--- config.mk ---
export PLATFORM = sky130hd
export DESIGN_NAME = rr_mux_arbiter
export DESIGN_NICKNAME = d
export VERILOG_FILES = /design/src/rtl/rr_mux_arbiter.sv
export SDC_FILE = /design/constraint.sdc
export NUM_CORES = 1
export LEC_CHECK = 0
export BUFFER_PORTS_ARGS = -buffer_cell sky130_fd_sc_hd__clkbuf_2
export CAP_MARGIN = 20
export CORE_MARGIN = 3
export CORE_UTILIZATION = 31
export CTS_BUF_LIST = sky130_fd_sc_hd__clkbuf_16
export DETAILED_ROUTE_END_ITERATION = 12
export PLACE_DENSITY = 0.56
export SYNTH_ARGS = -nofsm -noshare
export SYNTH_HDL_FRONTEND = slang
export SYNTH_SLANG_ARGS = --single-unit
--- constraint.sdc ---
create_clock -name Clk -period 4.6 [get_ports Clk]
set_input_delay 0.92 -clock Clk [delete_from_list [all_inputs] [get_ports Clk]]
set_output_delay 0.92 -clock Clk [all_outputs]
set_load 0.05 [all_outputs]
--- src/rtl/rr_mux_arbiter.sv ---
// N-input valid/ready multiplexer with a round-robin or fixed-priority arbiter
// feeding a single registered output stage.
module rr_mux_arbiter #(
    parameter int unsigned WIDTH = 5,
    parameter int unsigned N     = 4,
    localparam int unsigned SELW = (N > 1) ? $clog2(N) : 1
) (
    input  logic                 Clk,
    input  logic                 Rst_n,
    input  logic [N*WIDTH-1:0]   in_data,
    input  logic [N-1:0]         in_valid,
    output logic [N-1:0]         in_ready,
    input  logic                 mode,
    output logic [WIDTH-1:0]     out_data,
    output logic [SELW-1:0]      out_src,
    output logic                 out_valid,
    input  logic                 out_ready
);

    logic [WIDTH-1:0] out_data_q,  out_data_d;
    logic [SELW-1:0]  out_src_q,   out_src_d;
    logic             out_valid_q, out_valid_d;
    logic [SELW-1:0]  ptr_q,       ptr_d;

    logic             load_en;
    logic             any_valid;
    logic             grant;
    logic             rr_found;
    logic [SELW-1:0]  rr_idx;
    logic             fp_found;
    logic [SELW-1:0]  fp_idx;
    logic [SELW-1:0]  winner;
    logic [WIDTH-1:0] sel_word;

    assign load_en   = !out_valid_q || out_ready;
    assign any_valid = |in_valid;
    // Reset low blocks every grant so nothing is accepted while the block is held.
    assign grant     = load_en && any_valid && Rst_n;

    // Round-robin search starting at ptr and wrapping at N (not at 2**SELW).
    always_comb begin
        rr_found = 1'b0;
        rr_idx   = '0;
        for (int unsigned i = 0; i < N; i++) begin
            int unsigned idx;
            idx = 32'(ptr_q) + i;
            if (idx >= N) begin
                idx = idx - N;
            end
            if (!rr_found && in_valid[SELW'(idx)]) begin
                rr_found = 1'b1;
                rr_idx   = SELW'(idx);
            end
        end
    end

    // Fixed priority: lowest asserted index wins.
    always_comb begin
        fp_found = 1'b0;
        fp_idx   = '0;
        for (int unsigned i = 0; i < N; i++) begin
            if (!fp_found && in_valid[i]) begin
                fp_found = 1'b1;
                fp_idx   = SELW'(i);
            end
        end
    end

    assign winner = mode ? fp_idx : rr_idx;

    // Word mux and one-hot ready from the winning index.
    always_comb begin
        sel_word = '0;
        in_ready = '0;
        for (int unsigned i = 0; i < N; i++) begin
            if (winner == SELW'(i)) begin
                sel_word    = in_data[i*WIDTH +: WIDTH];
                in_ready[i] = grant;
            end
        end
    end

    // Output stage and pointer next-state.
    always_comb begin
        out_data_d  = out_data_q;
        out_src_d   = out_src_q;
        out_valid_d = out_valid_q;
        ptr_d       = ptr_q;
        if (load_en) begin
            out_valid_d = any_valid;
        end
        if (grant) begin
            out_data_d = sel_word;
            out_src_d  = winner;
            if (!mode) begin
                ptr_d = (winner == SELW'(N - 1)) ? '0 : winner + SELW'(1);
            end
        end
    end

    always_ff @(posedge Clk or negedge Rst_n) begin
        if (!Rst_n) begin
            out_data_q  <= '0;
            out_src_q   <= '0;
            out_valid_q <= 1'b0;
            ptr_q       <= '0;
        end else begin
            out_data_q  <= out_data_d;
            out_src_q   <= out_src_d;
            out_valid_q <= out_valid_d;
            ptr_q       <= ptr_d;
        end
    end

    assign out_data  = out_data_q;
    assign out_src   = out_src_q;
    assign out_valid = out_valid_q;

endmodule

==> impl_metrics.json, run 1 <==
{
  "grt_max_degree": 19,
  "timing.final.crit_share_pct": 76.3,
  "layout-drive-gt1-share_pct": 36.4,
  "crit_path_end_kind": "output pin",
  "yosysSeqAreaShare_pct": 33.8,
  "whs_endpoint": "out_data[2]$_DFFE_PN0P_",
  "insertedDiodeCount": 0,
  "vias_per_cell": 4.85,
  "r2r-start": "ptr_q[1]$_DFFE_PN0P_",
  "cts.sinks": 10,
  "postRouteAntennaNets": 0,
  "dp.cells": 154,
  "finalCriticalPeriod_ns": 3.51,
  "clock_skew_ns": 0.00241,
  "regToRegSetupSlack_ns": 2.49,
  "outcome": "finished clean",
  "grt_pass1_vias": 707,
  "total_power_mw": 0.556,
  "nFillCells": 230,
  "cpMostUsedCell": "inv_1",
  "vias": 762,
  "synthCells": 89,
  "num_rows": 17,
  "finalMaxSlewViolations": 0,
  "critPathMaxFanout": 6,
  "regToRegEndpoint": "out_data[0]$_DFFE_PN0P_",
  "grt_pass1_wl_mm": 2.88,
  "yosysTopAreaCell": "dfrtp_1",
  "tns_ns": 0,
  "max_stage_delay_ns": 0.32,
  "fin_nets": 163,
  "hold_viol": 0,
  "final_cells": 157,
  "setup_viol": 0,
  "worstPathArrival_ns": 2.59,
  "start_util_pct": 33.2,
  "worstHoldPathCells": 2,
  "ys_warn_count": 0,
  "antenna_found_initial": 0,
  "synth-seq-cells": 10,
  "globalplace.congestion": 0.722,
  "die_y_um": 54.9,
  "slew_headroom_pct": 64.1,
  "core_area_um2": 2230,
  "dp_hpwl_mm": 1.56,
  "required_ns": 3.68,
  "routedWlPerCell_um": 12.1,
  "numCtsBuffers": 3,
  "slowest_stage": "o32ai_1",
  "drc": 0,
  "post-route-util_pct": 46.3,
  "cts_resized": 0,
  "synth_cell_types": 24,
  "track_usage_pct": 13.9,
  "rsz0062_at_grt": "no",
  "powerDensity_nw_per_um2": 537,
  "clkTransAtPathRegs_ns": 0.04,
  "ir_drop_uv": 354,
  "postCtsHoldBufs": 0,
  "first_pass_iters": 4,
  "tritoncts": "done",
  "avgSynthCellArea_um2": 8.32,
  "p_leak_nw": 0.534,
  "drt_wl_total_mm": 1.89,
  "hold_start": "out_data[2]$_DFFE_PN0P_",
  "hold_slack_ns": 0.475,
  "cts_buffer_depth": 2,
  "reg2regPathDepth": 9,
  "ios": 40,
  "post-cts-setup-buffer-count": 0,
  "synth_nets": 121,
  "start_kind": "primary input",
  "drt_iter0_drc": 10,
  "max_freq_mhz": 285,
  "insertion_delay_ns": 0.24,
  "crit_chain": "clkbuf_2 -> inv_1 -> o32ai_1 -> o32ai_1 -> inv_1 -> ha_1 -> inv_1 -> nor2_1 -> clkbuf_2",
  "syn2layout_area_growth_pct": 39.7,
  "dieWidth_um": 54.9,
  "htreeDepth": 1,
  "syn_area_um2": 741,
  "die_area_um2": 3010,
  "grt_remaining_overflow": 0,
  "critPathKind": "in2out",
  "worstMarginPinSlew_ns": 0.537,
  "io_buffers": 39,
  "clock-root-buffer": "clkbuf_16",
  "synthTopCellsByArea": "dfrtp_1 (34%), o21ai_0 (7.4%), ha_1 (6.8%)",
  "drv_cap": 0,
  "synth_top_area_share_pct": 33.8,
  "holdCritPathClass": "reg2reg"
}
[critical path: cells and delay by family]
kind | cells | cell delay, ns
adder cells (fa/ha/maj) | 1 | 0.26
buffers and inverters | 5 | 0.74
AO/OA/AOI/OAI | 2 | 0.54
AND/OR/NAND/NOR | 1 | 0.13
[cells in the mapped netlist]
library cell / count
nor2_2: 1
mux2i_1: 2
buf_4: 1
clkbuf_1: 1
o32ai_1: 2
a21o_1: 1
nand2b_1: 3
o21bai_1: 1
a21boi_0: 1
nor2b_1: 2
dfrtp_1: 10
a21oi_1: 8
or4_4: 1
nand2_1: 12
o21ai_0: 11
ha_1: 4
mux2_4: 1
o21a_1: 5
nor2_1: 4
a221oi_1: 1
nand3_4: 1
mux2_2: 1
inv_1: 10
a22oi_1: 5
[power by group]
part / switching, mW / internal (mW)
logic: 0.176 / 0.0865
registers: 0.0241 / 0.119
clock network: 0.0379 / 0.112
total: 0.238 / 0.318
[registers in the layout, summed over array words and instances, names as in the netlist]
| signal | flops |
|---|---|
| out_data | 5 |
| out_src | 2 |
| out_valid | 1 |
| ptr_q | 2 |
[per-layer routing]
| layer | share of wire, % | global-route usage, % | vias up |
|---|---|---|---|
| met4 | 0.90 | 7.47 | 0 |
| met3 | 9.6 | 5.45 | 2 |
| met1 | 39 | 14.0 | 337 |
| met2 | 51 | 24.4 | 32 |
| met5 | 0 | 0 | - |
| li1 | - | - | 391 |
[cell families (layout without fill, tap and decap cells)]
| logic type | Yosys count | count (layout) | share of synthesized area, % |
|---|---|---|---|
| buffers and inverters | 12 | 52 | 6.59 |
| flip-flops | 10 | 10 | 33.8 |
| multiplexers | 4 | 4 | 6.25 |
| AO/OA/AOI/OAI | 35 | 35 | 29.6 |
| AND/OR/NAND/NOR | 24 | 24 | 17.1 |
| adder cells (fa/ha/maj) | 4 | 4 | 6.76 |
[layout by cell type, fill, tap and decap left out]
cell	netlist	layout
nor2_2	1	1
or4_4	1	1
a22oi_1	5	5
a21boi_0	1	1
inv_1	10	10
nand2b_1	3	3
a221oi_1	1	1
mux2_4	1	1
nor2b_1	2	2
clkbuf_16	0	3
mux2i_1	2	2
dfrtp_1	10	10
o21bai_1	1	1
a21oi_1	8	8
nand3_4	1	1
clkbuf_2	0	39
o21ai_0	11	11
a21o_1	1	1
ha_1	4	4
mux2_2	1	1
nor2_1	4	4
nand2_1	12	12
o32ai_1	2	2
o21a_1	5	5
[worst max-delay path by stage]
stage | slack [ns] | end | start
after detailed placement | 1.10 | in_ready[2] | in_valid[0]
after global routing | 0.81 | in_ready[2] | in_valid[0]
final | 1.09 | in_ready[2] | in_valid[0]
after CTS | 1.10 | in_ready[2] | in_valid[0]
after floorplan | 1.07 | in_ready[1] | in_valid[2]
after global placement | 1.12 | in_ready[1] | in_valid[2]
[through the flow]
stage               area, µm²  setup slack (ns)
floorplan                 741              1.07
global placement          960              1.12
detailed placement        960              1.10
CTS                      1030              1.10
global route             1030             0.812
finish                   1030              1.09
[layout make-up]
| class | instances | area (µm²) | area share [%] |
|---|---|---|---|
| repair buffers | 39 | 195 | 18.9 |
| multi-input cells | 67 | 442 | 42.7 |
| clock buffers | 3 | 75.1 | 7.26 |
| flip-flops and latches | 10 | 250 | 24.2 |
| inverters | 10 | 37.5 | 3.63 |
| well taps | 28 | 35.0 | 3.39 |
No activity file was read; power rests on OpenSTA's default activity.
==> run 2: changes to the inputs <==
Settings changed: PLACE_DENSITY 0.56 to 0.58.
Clock period 4.6 ns to 3 ns, I/O delays scaled along.
==> impl_metrics.json, run 2 (synthesis gave the netlist of run 1 again) <==
{
  "die_area_um2": 3010,
  "htreeDepth": 1,
  "crit_path_end_kind": "output pin",
  "worstPathArrival_ns": 2.20,
  "numCtsBuffers": 3,
  "r2r-start": "ptr_q[1]$_DFFE_PN0P_",
  "globalplace.congestion": 0.718,
  "crit_path_start": "in_valid[2]",
  "regToRegSetupSlack_ns": 0.86,
  "dp_hpwl_mm": 1.58,
  "setup_viol": 0,
  "ir_drop_uv": 388,
  "vias": 764,
  "grt_pass1_vias": 722,
  "drt_wl_total_mm": 1.99,
  "p_leak_nw": 0.542,
  "regToRegEndpoint": "out_data[2]$_DFFE_PN0P_",
  "layout-drive-gt1-share_pct": 39.2,
  "cpMostUsedCell": "inv_1",
  "core_area_um2": 2230,
  "grt_pass1_wl_mm": 3.02,
  "cts_buffer_depth": 2,
  "final_common_cell": "clkbuf_2",
  "routedWlPerCell_um": 12.6,
  "postRouteAntennaNets": 0,
  "crit_chain": "clkbuf_2 -> nor2b_1 -> a221oi_1 -> o21bai_1 -> inv_1 -> ha_1 -> inv_1 -> nor2_1 -> buf_2",
  "finalMaxSlewViolations": 0,
  "finalCriticalPeriod_ns": 2.80,
  "syn2layout_area_growth_pct": 43.1,
  "post-cts-setup-buffer-count": 0,
  "tritoncts": "done",
  "first_pass_iters": 4,
  "track_usage_pct": 14.1,
  "clock_skew_ns": 0.00309,
  "max_stage_delay_ns": 0.27,
  "drt_iter0_drc": 8,
  "timing.final.crit_share_pct": 93.5,
  "postLayoutCellArea_um2": 1060,
  "critPathKind": "in2out",
  "drc": 0,
  "dp.cells": 155,
  "final_cell_mix": "clkbuf_2 (38), nand2_1 (12), o21ai_0 (11)",
  "vias_per_cell": 4.84,
  "hold_viol": 0,
  "reg2regPathDepth": 9,
  "largest_reg_flops": 5,
  "grt_max_degree": 19,
  "die_y_um": 54.9,
  "post-route-util_pct": 47.5,
  "postCtsHoldBufs": 0,
  "final_cells": 158,
  "insertedDiodeCount": 0,
  "antenna_found_initial": 0,
  "dpl_cell_area_um2": 967,
  "max_freq_mhz": 357,
  "num_rows": 17,
  "start_kind": "primary input",
  "slowest_stage": "ha_1",
  "powerDensity_nw_per_um2": 817,
  "io_buffers": 39,
  "critPathMaxFanout": 6,
  "ios": 40,
  "holdCritPathClass": "in2async",
  "clock-root-buffer": "clkbuf_16",
  "outcome": "finished clean",
  "slew_headroom_pct": 76.6,
  "clkTransAtPathRegs_ns": 0.04,
  "drv_cap": 0,
  "fin_nets": 164,
  "worstMarginPinSlew_ns": 0.351,
  "insertion_delay_ns": 0.23,
  "grt_remaining_overflow": 0,
  "total_power_mw": 0.866,
  "start_util_pct": 33.2,
  "required_ns": 2.40,
  "cts.sinks": 10,
  "dieWidth_um": 54.9
}
run 2: power by group:
part | internal (mW) | switching, mW
registers | 0.182 | 0.0427
logic | 0.141 | 0.275
clock network | 0.172 | 0.0534
total | 0.495 | 0.371
run 2: cell type report:
cell class	instances	area, µm²
sequential	10	250
fill	242	1170
clock buffer	3	75.1
timing repair buffer	40	203
multi-input combinational	67	459
inverter	10	37.5
tap	28	35.0
run 2: what timing repair did:
action                                 4_1_cts  5_1_grt
setup endpoints to repair                    0        2
resized for setup                            0        4
endpoints found under the hold margin        0        0
run 2: through the flow:
step	hold WS [ns]	setup WS (ns)	TNS (ns)
2_1_floorplan	0.304	0.105	0
5_1_grt	0.269	-0.000355	-0.000355
3_5_place_dp	0.474	0.107	0
4_1_cts	0.254	0.0961	0
6_report	0.247	0.196	0
3_3_place_gp	0.466	0.184	0
run 2: worst max-delay path, delay by kind of cell:
kind / cells / cell delay, ns
buffers and inverters: 4 / 0.63
AND/OR/NAND/NOR: 2 / 0.20
AO/OA/AOI/OAI: 2 / 0.49
adder cells (fa/ha/maj): 1 / 0.27
run 2: layer usage:
metal	vias to the layer above	GRT usage, %	wire length (µm)
met4	0	4.98	0
met2	27	25.4	1020
li1	396	-	-
met5	-	0	0
met3	0	2.72	154
met1	341	16.2	817
run 2: worst max path at each step:
stage,to,slack (ns),cells after the start
finish,in_ready[2],0.20,9
CTS,in_ready[2],0.1,9
floorplan,in_ready[1],0.11,7
global placement,in_ready[2],0.18,9
global route,in_ready[2],-0.0004,9
detailed placement,in_ready[2],0.11,9
